===== config.mk =====
export PLATFORM = sky130hd
export DESIGN_NAME = fp16_result_fifo
export DESIGN_NICKNAME = d
export VERILOG_FILES = /design/src/rtl/fp16_result_fifo.sv
export SDC_FILE = /design/constraint.sdc
export NUM_CORES = 1
export LEC_CHECK = 0
export CELL_PAD_IN_SITES_DETAIL_PLACEMENT = 1
export CELL_PAD_IN_SITES_GLOBAL_PLACEMENT = 1
export CORE_MARGIN = 8
export CORE_UTILIZATION = 28
export CTS_BUF_LIST = sky130_fd_sc_hd__clkbuf_2 sky130_fd_sc_hd__clkbuf_4 sky130_fd_sc_hd__clkbuf_8
export CTS_CLUSTER_SIZE = 14
export DETAILED_ROUTE_END_ITERATION = 8
export PLACE_DENSITY = 0.62
export SETUP_SLACK_MARGIN = 0.05
export SLEW_MARGIN = 20
export SYNTH_ARGS = -nofsm -noshare
export SYNTH_HDL_FRONTEND = slang
export SYNTH_SLANG_ARGS = --single-unit
export TNS_END_PERCENT = 100

===== constraint.sdc =====
create_clock -name clk -period 6.8 [get_ports clk]
set_input_delay 1.36 -clock clk [delete_from_list [all_inputs] [get_ports clk]]
set_output_delay 1.36 -clock clk [all_outputs]
set_load 0.01 [all_outputs]

===== src/rtl/fp16_result_fifo.sv =====
// fp16_result_fifo: classifies and packs fp16 adder results into a first-word-fall-through FIFO
// with optional NaN canonicalisation, subnormal flush and a saturating NaN event counter.
module fp16_result_fifo #(
    parameter int DEPTH     = 4,
    parameter bit CANON_NAN = 1'b1,
    parameter bit FTZ       = 1'b0
) (
    input  logic                     clk,
    input  logic                     rst_n,
    input  logic                     in_valid,
    output logic                     in_ready,
    input  logic                     in_sign,
    input  logic [4:0]               in_exp,
    input  logic [9:0]               in_mant,
    output logic                     out_valid,
    input  logic                     out_ready,
    output logic [15:0]              out_data,
    output logic [2:0]               out_class,
    output logic [$clog2(DEPTH):0]   count,
    output logic [7:0]               nan_cnt
);
    localparam int AW = $clog2(DEPTH);
    localparam logic [2:0] C_ZERO = 3'd0, C_SUB = 3'd1, C_NORM = 3'd2, C_INF = 3'd3, C_NAN = 3'd4;
    logic [AW-1:0] wptr, rptr;
    logic [15:0]   mem_d [DEPTH];
    logic [2:0]    mem_c [DEPTH];
    logic [15:0]   hold_d;
    logic [2:0]    hold_c;
    logic          push, pop, exp_max, exp_zero, mant_zero, is_nan, is_inf, is_sub;
    logic [15:0]   pk_d;
    logic [2:0]    pk_c;
    assign exp_max   = &in_exp;
    assign exp_zero  = ~|in_exp;
    assign mant_zero = ~|in_mant;
    assign is_nan    = exp_max & ~mant_zero;
    assign is_inf    = exp_max & mant_zero;
    assign is_sub    = exp_zero & ~mant_zero;
    assign pk_c = is_nan ? C_NAN : is_inf ? C_INF : exp_zero ? ((is_sub && !FTZ) ? C_SUB : C_ZERO) : C_NORM;
    assign pk_d = (is_nan && CANON_NAN) ? 16'h7E00 :
                  (is_sub && FTZ) ? {in_sign, 15'b0} : {in_sign, in_exp, in_mant};
    assign in_ready  = count < (AW+1)'(DEPTH);
    assign out_valid = count != '0;
    assign push      = in_valid && in_ready;
    assign pop       = out_valid && out_ready;
    // When empty the outputs show the last popped word rather than stale storage.
    assign out_data  = out_valid ? mem_d[rptr] : hold_d;
    assign out_class = out_valid ? mem_c[rptr] : hold_c;
    always_ff @(posedge clk) begin
        if (push) begin
            mem_d[wptr] <= pk_d;
            mem_c[wptr] <= pk_c;
        end
    end
    always_ff @(posedge clk or negedge rst_n) begin
        if (!rst_n) begin
            wptr    <= '0;
            rptr    <= '0;
            count   <= '0;
            hold_d  <= 16'h0000;
            hold_c  <= C_ZERO;
            nan_cnt <= 8'h00;
        end else begin
            if (push) wptr <= wptr + 1'b1;
            if (pop) begin
                rptr   <= rptr + 1'b1;
                hold_d <= mem_d[rptr];
                hold_c <= mem_c[rptr];
            end
            if (push && !pop) count <= count + 1'b1;
            else if (!push && pop) count <= count - 1'b1;
            if (push && is_nan && nan_cnt != 8'hFF) nan_cnt <= nan_cnt + 8'd1;
        end
    end
endmodule


==> results.yml <==
cells_and_area:
  drive_above_1_share: 0.2675
  final_cells: 534
  nets: 336
  nFillCells: 1714
  area_growth_pct: 20.22
  n_antenna_cell: 0
synth:
  synth_cells: 260
  synth_ff_type: "edfxtp_1"
  seq_area_frac_synth: 0.6769
  ys_ff_latch: 110
  syn_area_um2: 4628
  synth-edff-count: 76
  async_reset_ff_frac: 0.3091
  synth_nets: 287
  synth_cell_types: 31
  avgSynthCellArea_um2: 17.80
  yosys_warnings: 0
floorplanning:
  die_h_um: 144.6
  rows: 47
  core-area_um2: 16350
  dieArea_um2: 20900
  initial_core_util: 0.2831
  die-width_um: 144.6
  ios: 52
sta:
  worst_pin_slew_ns: 1.061
  slew_violations: 0
  rsz0062_at_grt: "false"
  setup_viol: 0
  hold_viol_final: 0
  fin_crit_ns: 4.146
  worst_slack_ns: 2.654
  fin_skew_ns: 0.01518
  slew_headroom: 0.2928
  timing.fmax_mhz: 241.2
  fin_crit_sh: 0.6096
  fin_setup_tns_ns: 0
global_route:
  grt_pass1_wl_um: 15320
  grt_pass1_vias: 2678
  gr-total-overflow: 0
  track_usage: 0.09970
  grt_max_degree: 35
  antenna_found_initial: 0
worst_setup_path:
  critPathLaunchType: "flip-flop"
  worstSetupPathType: "reg2out"
  arrival_ns: 2.79
  cp_data_required_time_ns: 5.44
  worst-path-max-fanout: 13
  endpoint_kind: "primary output"
placement:
  dp.cells: 518
  place_ws_ns: 2.954
  io_buffers: 51
  place_hpwl_um: 6537
  place.gp.congestion: 0.6654
routing:
  drt_first_pass_iters: 4
  wl_per_cell_um: 18.21
  drcViolationCount: 0
  routed_wl_um: 9723
  drtIter0Drc: 94
  drtAntennaViolNets: 0
  vias: 2378
  vias_per_cell: 4.453
flow_run:
  maxCapViolations: 0
clocking:
  htree_levels: 3
  cts_made_buffers: 9
  cts_tree: "built"
  cts.clk_slew.worst_paths_ns: 0.10
  clkLatencyLatePin_ns: 0.38
  cts_setup_buffers: 0
  clock_path_buffers: 2
  clockRootBuffer: "clkbuf_8"
  holdBufCountCts: 0
  cts_sinks: 110
  cts-resized-gates: 0
pwr:
  p_total_mw: 2.166
  total_leakage_power_nw: 1.958
  peakVddDrop_v: 0.0001493
  powerDensity_nw_per_um2: 389.3
worst_hold_path:
  hp-class: "reg2reg"
run_status:
  status: "complete, no violations"
registers in the layout, summed over array words and instances (netlist names):
register / flops
hold_c: 3
count: 3
mem_c: 12
mem_d: 64
hold_d: 16
wptr: 2
nan_cnt: 8
rptr: 2
kinds of logic (layout without fill, tap and decap cells):
group / count (synthesis) / in the layout / synth area share
AND/OR/NAND/NOR: 47 / 47 / 0.06434
buffers and inverters: 21 / 75 / 0.01812
adder cells (fa/ha/maj): 7 / 7 / 0.02055
multiplexers: 61 / 61 / 0.1946
AO/OA/AOI/OAI: 2 / 2 / 0.002703
XOR/XNOR: 12 / 12 / 0.02271
flip-flops: 110 / 110 / 0.6769
cell usage after synthesis, types with 2 or more instances:
cell | number | area, um^2
edfxtp_1 | 76 | 2282
mux2_2 | 42 | 473.0
dfrtp_1 | 34 | 850.8
mux4_2 | 19 | 427.9
clkbuf_1 | 10 | 37.54
nor2b_1 | 8 | 50.05
and2_1 | 7 | 43.79
ha_1 | 6 | 75.07
xnor2_1 | 6 | 52.55
xor2_1 | 6 | 52.55
inv_1 | 5 | 18.77
buf_2 | 4 | 20.02
nand2_1 | 4 | 15.01
nand3_1 | 4 | 20.02
and3_1 | 3 | 18.77
nand2b_1 | 3 | 18.77
nor2_1 | 3 | 11.26
buf_1 | 2 | 7.510
nand4_1 | 2 | 12.51
nor3_1 | 2 | 10.01
nor3b_1 | 2 | 15.01
nor4_1 | 2 | 12.51
or4_1 | 2 | 15.01
path summary, 6_finish.rpt:
path	slack (ns)	cells after the start	from	end
setup / recovery	2.65	4	rptr[0]	out_data[9]
hold / removal	0.51	1	hold_c[1]	hold_c[1]
setup reg to reg	4.13	8	count[2]	count[2]
hold reg to reg	0.51	1	hold_c[1]	hold_c[1]
max in group asynchronous	5.02	2	rst_n	hold_d[12]
min in group asynchronous	1.40	2	rst_n	hold_d[5]
layout by cell type, fill, tap and decap left out, types with 3 or more instances in the layout:
cell type / Yosys / final
nor2b_1: 8 / 8
ha_1: 6 / 6
and2_1: 7 / 6
mux2_2: 42 / 42
mux4_2: 19 / 19
clkinv_4: 0 / 3
clkbuf_8: 0 / 10
and3_1: 3 / 3
xnor2_1: 6 / 6
nor2_1: 3 / 3
nand2b_1: 3 / 3
dfrtp_1: 34 / 34
nand3_1: 4 / 4
edfxtp_1: 76 / 76
nand2_1: 4 / 4
buf_4: 0 / 3
clkdlybuf4s50_1: 0 / 51
xor2_1: 6 / 6
inv_1: 5 / 5
power breakdown:
part | switching [mW] | internal (mW) | leakage [nW]
clock network | 0.230 | 0.149 | 0.0950
logic | 0.330 | 0.488 | 0.752
registers | 0.0982 | 0.871 | 1.11
total | 0.658 | 1.51 | 1.96
critical path: stages, from the launching register on:
cell	delay, ns
dfrtp_1	0.70
buf_4	0.38
mux4_2	0.57
mux2_2	0.28
clkdlybuf4s50_1	0.48
layer usage:
layer  wire length [um]  up-vias  GRT usage  part of all wire
met4                122        0    0.03122             0.013
met1               3951     1260     0.1118              0.41
met2               5350       30     0.1813              0.55
li1                   -     1081          -                 -
met5                  0        -          0                 0
met3                298        7    0.02509             0.031
metrics by stage:
step	utilization	instance area [um^2]	hold WS [ns]
2_1_floorplan	-	4628	0.4753
3_3_place_gp	0.3286	5371	0.4828
3_5_place_dp	0.3286	5371	0.4901
4_1_cts	0.3403	5563	0.5150
5_1_grt	0.3403	5564	0.5277
6_report	0.3403	5564	0.5116
area by class of cell:
type	count	area (um^2)	share of cell area
timing repair buffer	54	533.0	0.09579
sequential	110	3133	0.5631
inverter	5	18.77	0.003373
tap	220	275.3	0.04947
multi-input combinational	129	1413	0.2539
clock buffer	10	137.6	0.02474
clock inverter	6	53.80	0.009669
Note: power is estimated with default switching activity, not from simulation.
